==> config.mk <==
export PLATFORM = sky130hd
export DESIGN_NAME = mult_arbiter
export DESIGN_NICKNAME = d
export VERILOG_FILES = /design/src/rtl/mult_arbiter.sv
export SDC_FILE = /design/constraint.sdc
export NUM_CORES = 1
export LEC_CHECK = 0
export CORE_ASPECT_RATIO = 0.5
export CORE_UTILIZATION = 25
export CTS_BUF_LIST = sky130_fd_sc_hd__clkbuf_8
export DETAILED_ROUTE_END_ITERATION = 7
export PLACE_DENSITY = 0.51
export SYNTH_ARGS = -nofsm -noshare
export SYNTH_HDL_FRONTEND = slang
export SYNTH_SLANG_ARGS = --single-unit
export TNS_END_PERCENT = 10
==> constraint.sdc <==
create_clock -name clk -period 3.3 [get_ports clk]
set_input_delay 0.825 -clock clk [delete_from_list [all_inputs] [get_ports clk]]
set_output_delay 0.825 -clock clk [all_outputs]
set_load 0.03 [all_outputs]
==> src/rtl/mult_arbiter.sv <==
// Shared serial 16x8 shift-add multiplier with a two-port round-robin arbiter.
// One operand pair is accepted at a time; the result is tagged with the requester id.
//
// state | meaning
// IDLE  | waiting for a request; the grant is combinational
// MUL   | 8 cycles, one coefficient bit per clock, LSB first
// DONE  | result pulse cycle, then back to IDLE
module mult_arbiter #(
   parameter int FRAC = 8
) (
   input  logic        clk,
   input  logic        rst_n,
   input  logic        req0_valid,
   output logic        req0_ready,
   input  logic [15:0] req0_a,
   input  logic [7:0]  req0_b,
   input  logic        req1_valid,
   output logic        req1_ready,
   input  logic [15:0] req1_a,
   input  logic [7:0]  req1_b,
   output logic        res_valid,
   output logic        res_id,
   output logic [15:0] res_y,
   output logic        busy
);

   typedef enum logic [1:0] {IDLE, MUL, DONE} state_t;

   state_t      state;
   logic        last_grant;
   logic        grant_any;
   logic        grant_id;
   logic        id_lat;
   logic [15:0] a_lat;
   logic [7:0]  b_lat;
   logic [23:0] acc;
   logic [23:0] acc_next;
   logic [2:0]  cnt;

   // On a tie the port that did not win last time is served.
   always_comb begin
      grant_any = 1'b0;
      grant_id  = 1'b0;
      if (state == IDLE) begin
         if (req0_valid && req1_valid) begin
            grant_any = 1'b1;
            grant_id  = ~last_grant;
         end else if (req0_valid) begin
            grant_any = 1'b1;
            grant_id  = 1'b0;
         end else if (req1_valid) begin
            grant_any = 1'b1;
            grant_id  = 1'b1;
         end
      end
   end

   assign req0_ready = grant_any && !grant_id;
   assign req1_ready = grant_any &&  grant_id;

   always_comb begin
      acc_next = acc;
      if (b_lat[cnt])
         acc_next = acc + ({8'd0, a_lat} << cnt);
   end

   always_ff @(posedge clk or negedge rst_n) begin
      if (!rst_n) begin
         state      <= IDLE;
         last_grant <= 1'b1;
         id_lat     <= 1'b0;
         a_lat      <= '0;
         b_lat      <= '0;
         acc        <= '0;
         cnt        <= '0;
         res_valid  <= 1'b0;
         res_id     <= 1'b0;
         res_y      <= '0;
         busy       <= 1'b0;
      end else begin
         res_valid <= 1'b0;
         case (state)
            IDLE: begin
               if (grant_any) begin
                  a_lat      <= grant_id ? req1_a : req0_a;
                  b_lat      <= grant_id ? req1_b : req0_b;
                  id_lat     <= grant_id;
                  last_grant <= grant_id;
                  acc        <= '0;
                  cnt        <= '0;
                  busy       <= 1'b1;
                  state      <= MUL;
               end
            end
            MUL: begin
               acc <= acc_next;
               cnt <= cnt + 3'd1;
               // Result registers load on the last bit so they are valid during DONE.
               if (cnt == 3'd7) begin
                  res_valid <= 1'b1;
                  res_y     <= acc_next[FRAC+15:FRAC];
                  res_id    <= id_lat;
                  state     <= DONE;
               end
            end
            DONE: begin
               busy  <= 1'b0;
               state <= IDLE;
            end
            default: state <= IDLE;
         endcase
      end
   end

endmodule

# Word-level counts from Yosys, hierarchy flattened
# Cells that the tools add are included.
# W data, S select, Z words.
# totals
output_inout_bits,21
register_bits,74
# op_classes
order_cmp,1
n_bitwise,1
add_sub_neg,2
n_mux,23
n_shift,1
eq_ne,6
n_reduce_logical,13
# ops
op,count
$mux W24,2
$pmux W24 S2,1
$add A24 B24 Y24,1
$shl A16 B3 Y24,1
$mux W16,1
$mux W1,11
$reduce_and A2 Y1,5
$mux W8,1
$ne A2 B2 Y1 const B,3
$pmux W3 S2,1
$lt A3 B4 Y1 const B,1
$mux W2,2
$pmux W2 S2,1
$reduce_bool A2 Y1,2
$add A3 B1 Y3 const B,1
$bmux W1 S3,1
$eq A3 B3 Y1 const B,1
$logic_and A1 B1 Y1,3
$mux W3,1
$reduce_and A3 Y1,1
$eq A2 B1 Y1 const B,1
$eq A2 B2 Y1 const B,1
$logic_not A2 Y1,1
$pmux W1 S2,1
2 further kinds,2

# Depth between registers and ports, before layout
# Gate-level depths: netlist of the first run.
# depth
ltp_word,6
ltp_mapped,14

# Worst setup path after synthesis of the first run
# No wires, ideal clock.
# synth_path
kind,register to register
from,register cnt[1]
to,register acc[23]
stages_incl_launch_ff,11
path_slack_ps,23
path_buffers,1
arrival_ps,3190
path_cell_list,dfrtp_1 buf_1 mux2_2 mux4_2 ha_1 and2_1 a22o_1 a311o_1 o211a_1 o21a_1 o211ai_1
# synth_via
elab_chain_len,4
word_cells_on_any_way,6
cone_classes,1 x add/sub; 1 x shift; 4 x mux
# synth_lines
item,line,rtl
"start, declared",38,logic [2:0] cnt;
"start signal, assigned",97,cnt <= cnt + 3'd1;
$shl A16 B3 Y24 or $bmux W1 S3 (tied branches),"64, 63",
$add A24 B24 Y24 or $mux W1 (tied branches),"64, 63",
$mux W24 *,63,if (b_lat[cnt])
$pmux W24 S2 *,82,case (state)
"end signal, assigned",96,acc <= acc_next;
"end, declared",36,logic [23:0] acc;
# Mark *: on every way between the ends. The rest lies on a longest branch, timed or not. The select of a mux whose other input is x is not followed.
# A chain may end at the register's enable or synchronous reset.

# Final worst setup path of the first run
# Ends and elaborated chain as after synthesis.

==> results of run 1 <==
## cells by family (layout without fill, tap and decap cells)
logic type	after synthesis	after routing	synth area share
XOR/XNOR	20	20	0.0364
AND/OR/NAND/NOR	151	151	0.143
adder cells (fa/ha/maj)	26	26	0.0692
multiplexers	28	28	0.0819
flip-flops	74	74	0.385
AO/OA/AOI/OAI	168	168	0.228
buffers and inverters	70	153	0.0570
## where the power goes
part           total (mW)  leakage, nW  switching [mW]  internal [mW]
combinational        5.23         1.70            3.01           2.22
clock               0.802        0.105           0.377          0.424
sequential           1.64        0.924           0.315           1.32
## how the worst max path moves through the flow
stage	start	end	slack [ns]
2_1_floorplan	cnt[1]	acc[23]	0.02
3_3_place_gp	cnt[1]	res_y[8]	0.05
3_5_place_dp	cnt[1]	acc[16]	-0.01
4_1_cts	cnt[1]	acc[23]	0.08
5_1_grt	cnt[1]	acc[23]	-0.03
6_report	cnt[1]	acc[23]	0.06
## layout by cell type, fill, tap and decap left out, drive strengths merged, types with 25 or more instances in the layout
master,n
a21oi,37
nor2,27
ha,25
nand3,30
clkdlybuf4s50,69
inv,36
o21ai,61
buf,31
nand2,58
dfrtp,73
## routing by layer
metal	global-route usage	part of all wire
met1	0.224	0.54
met2	0.204	0.40
met3	0.0370	0.052
met4	0.0316	0.0080
met5	0	0
## metrics by stage
stage	hold WS [ns]	instance area, sq um	std cells	total power, mW	util
after floorplan	0.439	4810	537	5.13	-
after global placement	0.458	5960	863	6.77	0.320
after detailed placement	0.458	5960	863	6.80	0.320
after CTS	0.479	6190	879	7.65	0.333
after global routing	0.520	6200	879	8.35	0.333
final	0.482	6200	879	7.67	0.333
## state kept, by name (all words and copies together) (netlist names)
signal,cells
res_y,16
busy,1
b_lat,8
last_grant,1
id_lat,1
res_id,1
acc,24
state,2
a_lat,16
cnt,3
res_valid,1
## area by class of cell
cell class	count	area, sq um
Inverter	37	139
Multi-Input combinational cell	393	2720
Fill cell	1920	12400
Sequential cell	74	1850
Clock inverter	7	93.8
Clock buffer	9	124
Tap cell	259	324
Timing Repair Buffer	100	948
## worst max-delay path: cells and delay by family, from the launching register on
| kind | cells | cell delay [ns] |
|---|---|---|
| adder cells (fa/ha/maj) | 1 | 0.33 |
| buffers and inverters | 2 | 0.32 |
| flip-flops | 1 | 0.38 |
| multiplexers | 2 | 0.89 |
| AO/OA/AOI/OAI | 5 | 1.24 |
==> impl_metrics.ini, run 1 <==
[grt]
grt_max_degree = 75
grt_pass1_vias = 4114
grtUsageTotal = 0.147
grt.overflow.total = 0
grt_pass1_wl_mm = 22.5
antenna_found_initial = 0

[setup_path]
rr_endpoint = acc[23]
crit_fanout = 18
cp_slowest_cell = mux4_2
cp_cell_sequence = buf_12, mux2_2, mux4_2, ha_1, buf_4, a22o_1, a311o_1, o211a_1, o21a_1, o211ai_1
slowest_delay_ns = 0.51
cp.arrival_ns = 3.52
cp-end-kind = register
r2r_setup_slack_ns = 0.06
critPathRequiredTime_ns = 3.58
ff2ff_path_depth = 10
cp-start-kind = register
rr_startpoint = cnt[1]
crit_type = reg -> reg

[floorplanning]
coreArea_sq_mm = 0.0186
die_height_microns = 100
initial_utilization = 0.258
rows = 35
design.die.area_sq_mm = 0.0198
chipWidth_microns = 198
ios = 73

[timing]
max-slew-margin-rel = 0.352
finalHoldViolCount = 0
min_period_over_period = 0.982
rsz0062_at_grt = true
max_freq_mhz = 309
tns_ns = 0
post-route-min-period_ns = 3.24
final.setup.worst_slack_ns = 0.0594
tightest_slew_ns = 0.971
finalSetupViolations = 0
worst_clock_skew_ns = 0.0117
maxSlewViolCount = 0

[worst_hold_path]
whs_endpoint = res_id
hold_depth = 2
hp-class = reg -> reg
hold_start = res_id

[clock_network]
cts_root_buffer = clkbuf_8
cts.htree.levels = 3
clk_path_buf_depth = 2
hold_buffers = 0
post_cts_buffers = 0
clock_latency_ns = 0.36
cts-resized-gates = 2
clk_pin_slew_ns = 0.09
clock-sinks = 74
cts_tree = done
cts_buffers = 9

[logic_synthesis]
yosys-top-cells-area = dfrtp_1, ha_1, o21ai_0, a222oi_1, nand2_1
synth_top_flop_cell = dfrtp_1
synth_cells = 537
ys_types = 52
synth-seq-area-share = 0.385
syn_area_sq_mm = 0.00481
syn-num-nets = 615
yosysMostFrequentCell = dfrtp_1
synth_top_cells_by_count = dfrtp_1, o21ai_0, nand2_1
synth_top_cell_by_area = dfrtp_1
yosysWarnings = 0
synth_enable_flop_cells = 0
ys_ff_latch = 74
synth_top_area_share = 0.380
async_reset_ff_frac = 1.00
avgSynthCellArea_sq_um = 8.96

[status]
status = finished clean

[placement]
place_hpwl_mm = 10.3
place_congestion = 0.852
port_buffers = 72
pre_cts_ws_ns = -0.0116

[power_and_ir_drop]
max-vdd-ir-drop_mv = 0.324
leakage_nw = 2.73
p_per_area_mw_per_mm2 = 1240

[detailed_routing]
vias = 4324
drtPass1Iterations = 6
final_antenna_net_count = 0
wl_per_cell_microns = 16.0
drt-initial-drc-count = 306
vias_per_cell = 4.92
routed_wl_mm = 14.1
drc = 0

[finish]
drive_above_1_share = 0.124
final_nets = 693
n_antenna_cell = 0
area_delta_synth_final_pct = 28.9

[run]
maxCapViolCount = 0
No activity file was read; power rests on OpenSTA's default activity.
==> run 2, diff against run 1 <==
Settings changed: CORE_UTILIZATION 25 to 50, DONT_BUFFER_PORTS set to 1, PLACE_DENSITY 0.51 to 0.74.
==> run 2 against run 1 <==
Effect of this change:
- hold slack got worse by 0.34 ns
- die area fell by 49%
- clock skew fell by 0.0030 ns
- sequential share of layout area rose by 4.9 points
- core utilization rose by 26 points
- flip-flop and latch count did not move
- register-to-register slack barely moved
- maximum frequency fell by 0.26%
- count of clock-buffer cells in the layout rose by 2
- via count fell by 4.4%
- critical path type unchanged
- critical endpoint unchanged
- largest cell class unchanged
- highest routed layer unchanged
==> impl_metrics.ini, run 2 (synthesis results as in run 1) <==
[status]
status = finished clean

[clock_network]
clock-sinks = 74
cts_buffers = 9
cts.htree.levels = 3
clock_latency_ns = 0.37
clk_path_buf_depth = 2
cts_tree = done
cts_root_buffer = clkbuf_8
clk_pin_slew_ns = 0.09
hold_buffers = 0

[finish]
layout_commonest_cell = dfrtp_1
final_util = 0.592
layout_common_cells = dfrtp_1, nand2_1, o21ai_0
largest_reg_flops = 24
final_nets = 615
drive_above_1_share = 0.142
n_antenna_cell = 0
largest_registers = acc x24, a_lat x16, res_y x16
regMostFlops = acc
area_delta_synth_final_pct = 10.8
finalInstanceArea_sq_mm = 0.00533
final_cells = 659

[timing]
rsz0062_at_grt = true
finalHoldViolCount = 0
min_period_over_period = 0.985
finalSetupViolations = 0
maxSlewViolCount = 0
worst_clock_skew_ns = 0.00875
tightest_slew_ns = 0.670
post-route-min-period_ns = 3.25
max-slew-margin-rel = 0.553
tns_ns = 0
max_freq_mhz = 308

[grt]
antenna_found_initial = 0
grt_max_degree = 75
grtUsageTotal = 0.258
grt_pass1_wl_mm = 19.7
grt.overflow.total = 0
grt_pass1_vias = 3720

[detailed_routing]
vias_per_cell = 6.27
drtPass1Iterations = 6
wl_met2_mm = 4.71
vias = 4134
highest_layer = met4
final_antenna_net_count = 0
wl_met3_mm = 1.14
drt-initial-drc-count = 464
drc = 0
routed_wl_mm = 12.1
drt-met1-wl_mm = 6.15
wl_per_cell_microns = 18.4

[setup_path]
ff2ff_path_depth = 10
path_delay_family = compound AO/OA/AOI/OAI gates
crit_type = reg -> reg
critPathRequiredTime_ns = 3.59
path_buf_inv = 1
cp.arrival_ns = 3.54
cp_cell_sequence = buf_12, mux2_2, mux4_2, ha_4, and2_1, a22o_1, a311o_1, o211a_1, o21a_1, o211ai_1
cp_slowest_cell = mux4_2
cp-start-kind = register
cp-end-kind = register
slowest_delay_ns = 0.54
crit_fanout = 19
worst-path-stages = 10

[worst_hold_path]
hp-class = in -> async

[floorplanning]
initial_utilization = 0.534
design.die.area_sq_mm = 0.0100
rows = 24
die_height_microns = 71.4
coreArea_sq_mm = 0.00901
chipWidth_microns = 141
ios = 73

[placement]
place_hpwl_mm = 8.60
port_buffers = 0
dp_cells = 642
placed_area_sq_mm = 0.00501
place_congestion = 0.912

[run]
maxCapViolCount = 0
[run 2: changes by cell type in the layout (fill, tap and decap cells not counted), sizes merged]
cell           delta
clkinvlp          -1
clkdlybuf4s50    -69
clkinv            -2
clkbuf            +2
inv               +1
buf               -9
[run 2: routing by layer]
layer  GRT usage  vias to the layer above
met5           0                        -
met4      0.0688                        0
met3      0.0862                       11
met2       0.344                      188
met1       0.392                     1960
li1            -                     1975
[run 2: timing repair]
item | CTS | global route
cloned | 0 | 0
buffers inserted | 0 | 1
setup endpoints to repair | 5 | 21
pin swaps | 0 | 3
endpoints found under the hold margin | 0 | 0
gates resized for setup | 1 | 25
[run 2: final timing paths]
check                            start    endpoint  slack [ns]
worst min register to register  id_lat      id_lat        0.51
min in group clk                id_lat      id_lat        0.51
max in group asynchronous        rst_n  last_grant        2.95
worst min-delay path             rst_n    a_lat[0]        0.15
worst max-delay path            cnt[1]     acc[23]        0.05
worst max register to register  cnt[1]     acc[23]        0.05
[run 2: layout make-up]
type	instances	area, sq um
fillers	790	3680
clock inverters	5	85.1
repair buffers	22	178
flip-flops and latches	74	1850
multi-input cells	393	2780
clock buffers	11	151
inverters	37	139
well taps	117	146
[run 2: through the flow]
stage / worst slack, ns / hold slack [ns]
after floorplan: 0.0233 / 0.439
after global routing: -0.0317 / 0.114
after global placement: -0.00896 / 0.466
final: 0.0508 / 0.146
after CTS: 0.00392 / 0.125
after detailed placement: -0.0216 / 0.483
Power of run 2 is left out: the tool's default activity adds up to more than one toggle a clock period on the data nets, which glitch-free logic cannot reach.
==> RTL edit: new RTL, settings of run 1 <==
Change the parameter `FRAC` from 8 to 4.
--- a/src/rtl/mult_arbiter.sv
+++ b/src/rtl/mult_arbiter.sv
@@ -6,7 +6,7 @@
 // MUL   | 8 cycles, one coefficient bit per clock, LSB first
 // DONE  | result pulse cycle, then back to IDLE
 module mult_arbiter #(
-   parameter int FRAC = 8
+   parameter int FRAC = 4
 ) (
    input  logic        clk,
    input  logic        rst_n,
Function: changed (a bounded check fails within 10 cycles, from zero or initial values and one cycle with rst_n low).
==> RTL edit against run 1 <==
- worst setup slack better by 0.058 ns
- routed wire length up 0.21%
- sequential cell count is 4 lower
- design area decreased by 0.99%
- synthesized cell count down 0.37%
- synthesized area fell by 3.6%
Power is left out: the tool's default activity adds up to more than one toggle a clock period on the data nets, which glitch-free logic cannot reach.
==> RTL edit: results (changes against run 1) <==
synthesis:
  yosysSeqAreaShare_pct: 37.8  # -0.71 points
  syn-instance-count: 535  # -0.37%
  synth_compound_area_share_pct: 18.3  # -4.5 points
  yosys.area_share.adder_pct: 6.10  # -0.82 points
  synth.cell_area_um2: 4640  # -3.6%
  synthTopCellsByArea: "dfrtp_1 37%, nand2_1 9.8%, ha_1 5.7%"
  ys_types: 54  # +3.8%
  synth_mux_area_share_pct: 10.7  # +2.5 points
  synth_commonest_cells: "121 x nand2_1, 69 x dfrtp_1, 29 x nand3_1, 26 x a21oi_1, 26 x a22oi_1"
  synth_flop_cell: "dfrtp_1"
  synth_xor_area_share_pct: 3.02  # -0.62 points
  syn-num-nets: 609  # -0.98%
global_routing:
  grt_pass1_vias: 4035  # -1.9%
  grtUsageTotal_pct: 15.1  # +0.43 points
  antenna_found_initial: 0  # unchanged
  grt_pass1_wl_um: 22300  # -0.58%
  grt_max_degree: 71  # -5.3%
detailed_routing:
  dr.pass1.iters: 5  # -1
  wl_um: 14100  # +0.21%
  routed_via_density: 4.81  # -2.2%
  drtIter0Drc: 239  # -22%
place:
  io_buffers: 72  # unchanged
  placed_cells: 842  # -2.4%
  gp_congestion: 0.914  # +7.4%
  placed_area_um2: 5780  # -3.1%
  place_worst_setup_slack_ns: 0.0219  # +0.0335 ns
  dpl.hpwl_um: 10400  # +1.2%
hold_path:
  holdPathStages: 2  # unchanged
  min_path_type: "flip-flop to flip-flop"
worst_setup_path:
  r2r_setup_slack_ns: 0.12  # +0.06 ns
  critPathCapture: "res_y[11]"
  cp_max_fo: 7  # -11
  r2r_cells: 9  # -1
  crit_arrival_ns: 3.44  # -0.08 ns
  critical_path.top_delay_family: "multiplexers"
clock_tree:
  numCtsBuffers: 9  # unchanged
  cts_resized: 0  # -2
  clk_pin_slew_worst_paths_ns: 0.09  # about the same
  insertion_delay_ns: 0.37
sta:
  fin_skew_ns: 0.0109  # -0.000773 ns
  hold_ws_ns: 0.482  # -0.000349 ns
  fmax_mhz: 314  # +1.8%
  slew_headroom_pct: 38.8  # +3.5 points
layout:
  largest_reg_flops: 20  # -17%
  fin_util_pct: 34.6  # +1.3 points
  nNetsFinal: 696  # +0.43%
  reg_top3: "acc (20), a_lat (16), res_y (16)"
  fill_cells: 1794  # -6.6%
  drive_gt1_share_pct: 16.6  # +4.2 points
  num_antenna_cells: 0  # unchanged
  fin_cells: 861  # -2.0%
outcome:
  status: "finished, final reports clean"
==> RTL edit: cell types whose count changed in the layout (fill, tap and decap cells not counted), sizes merged, moves of 10 or more <==
cell	before	now
inv	36	10
a22oi	1	26
nand2	58	121
o21ai	61	40
a21oi	37	26
a222oi	24	0
mux2i	9	19
==> RTL edit: cell type report <==
cell class	instances	share of cell area [%]
clock inverters	6	0.611
flip-flops and latches	70	28.6
clock buffers	10	2.24
multi-input cells	418	45.9
well taps	234	4.77
repair buffers	112	17.3
inverters	11	0.672
==> RTL edit: kinds of logic after synthesis <==
group,after synthesis
xor gates and xnor gates,16
adders and majority gates,22
and+or+nand+nor,208
DFF,70
AOI/OAI and AO/OA,133
muxes,39
buffers and inverters,47
==> RTL edit: layer usage <==
layer	vias up	part of all wire, %	global-route usage [%]
li1	2085	-	-
met1	1949	55	23.6
met2	97	40	20.6
met3	12	4.0	2.73
met4	0	1.1	4.40
met5	-	0	0
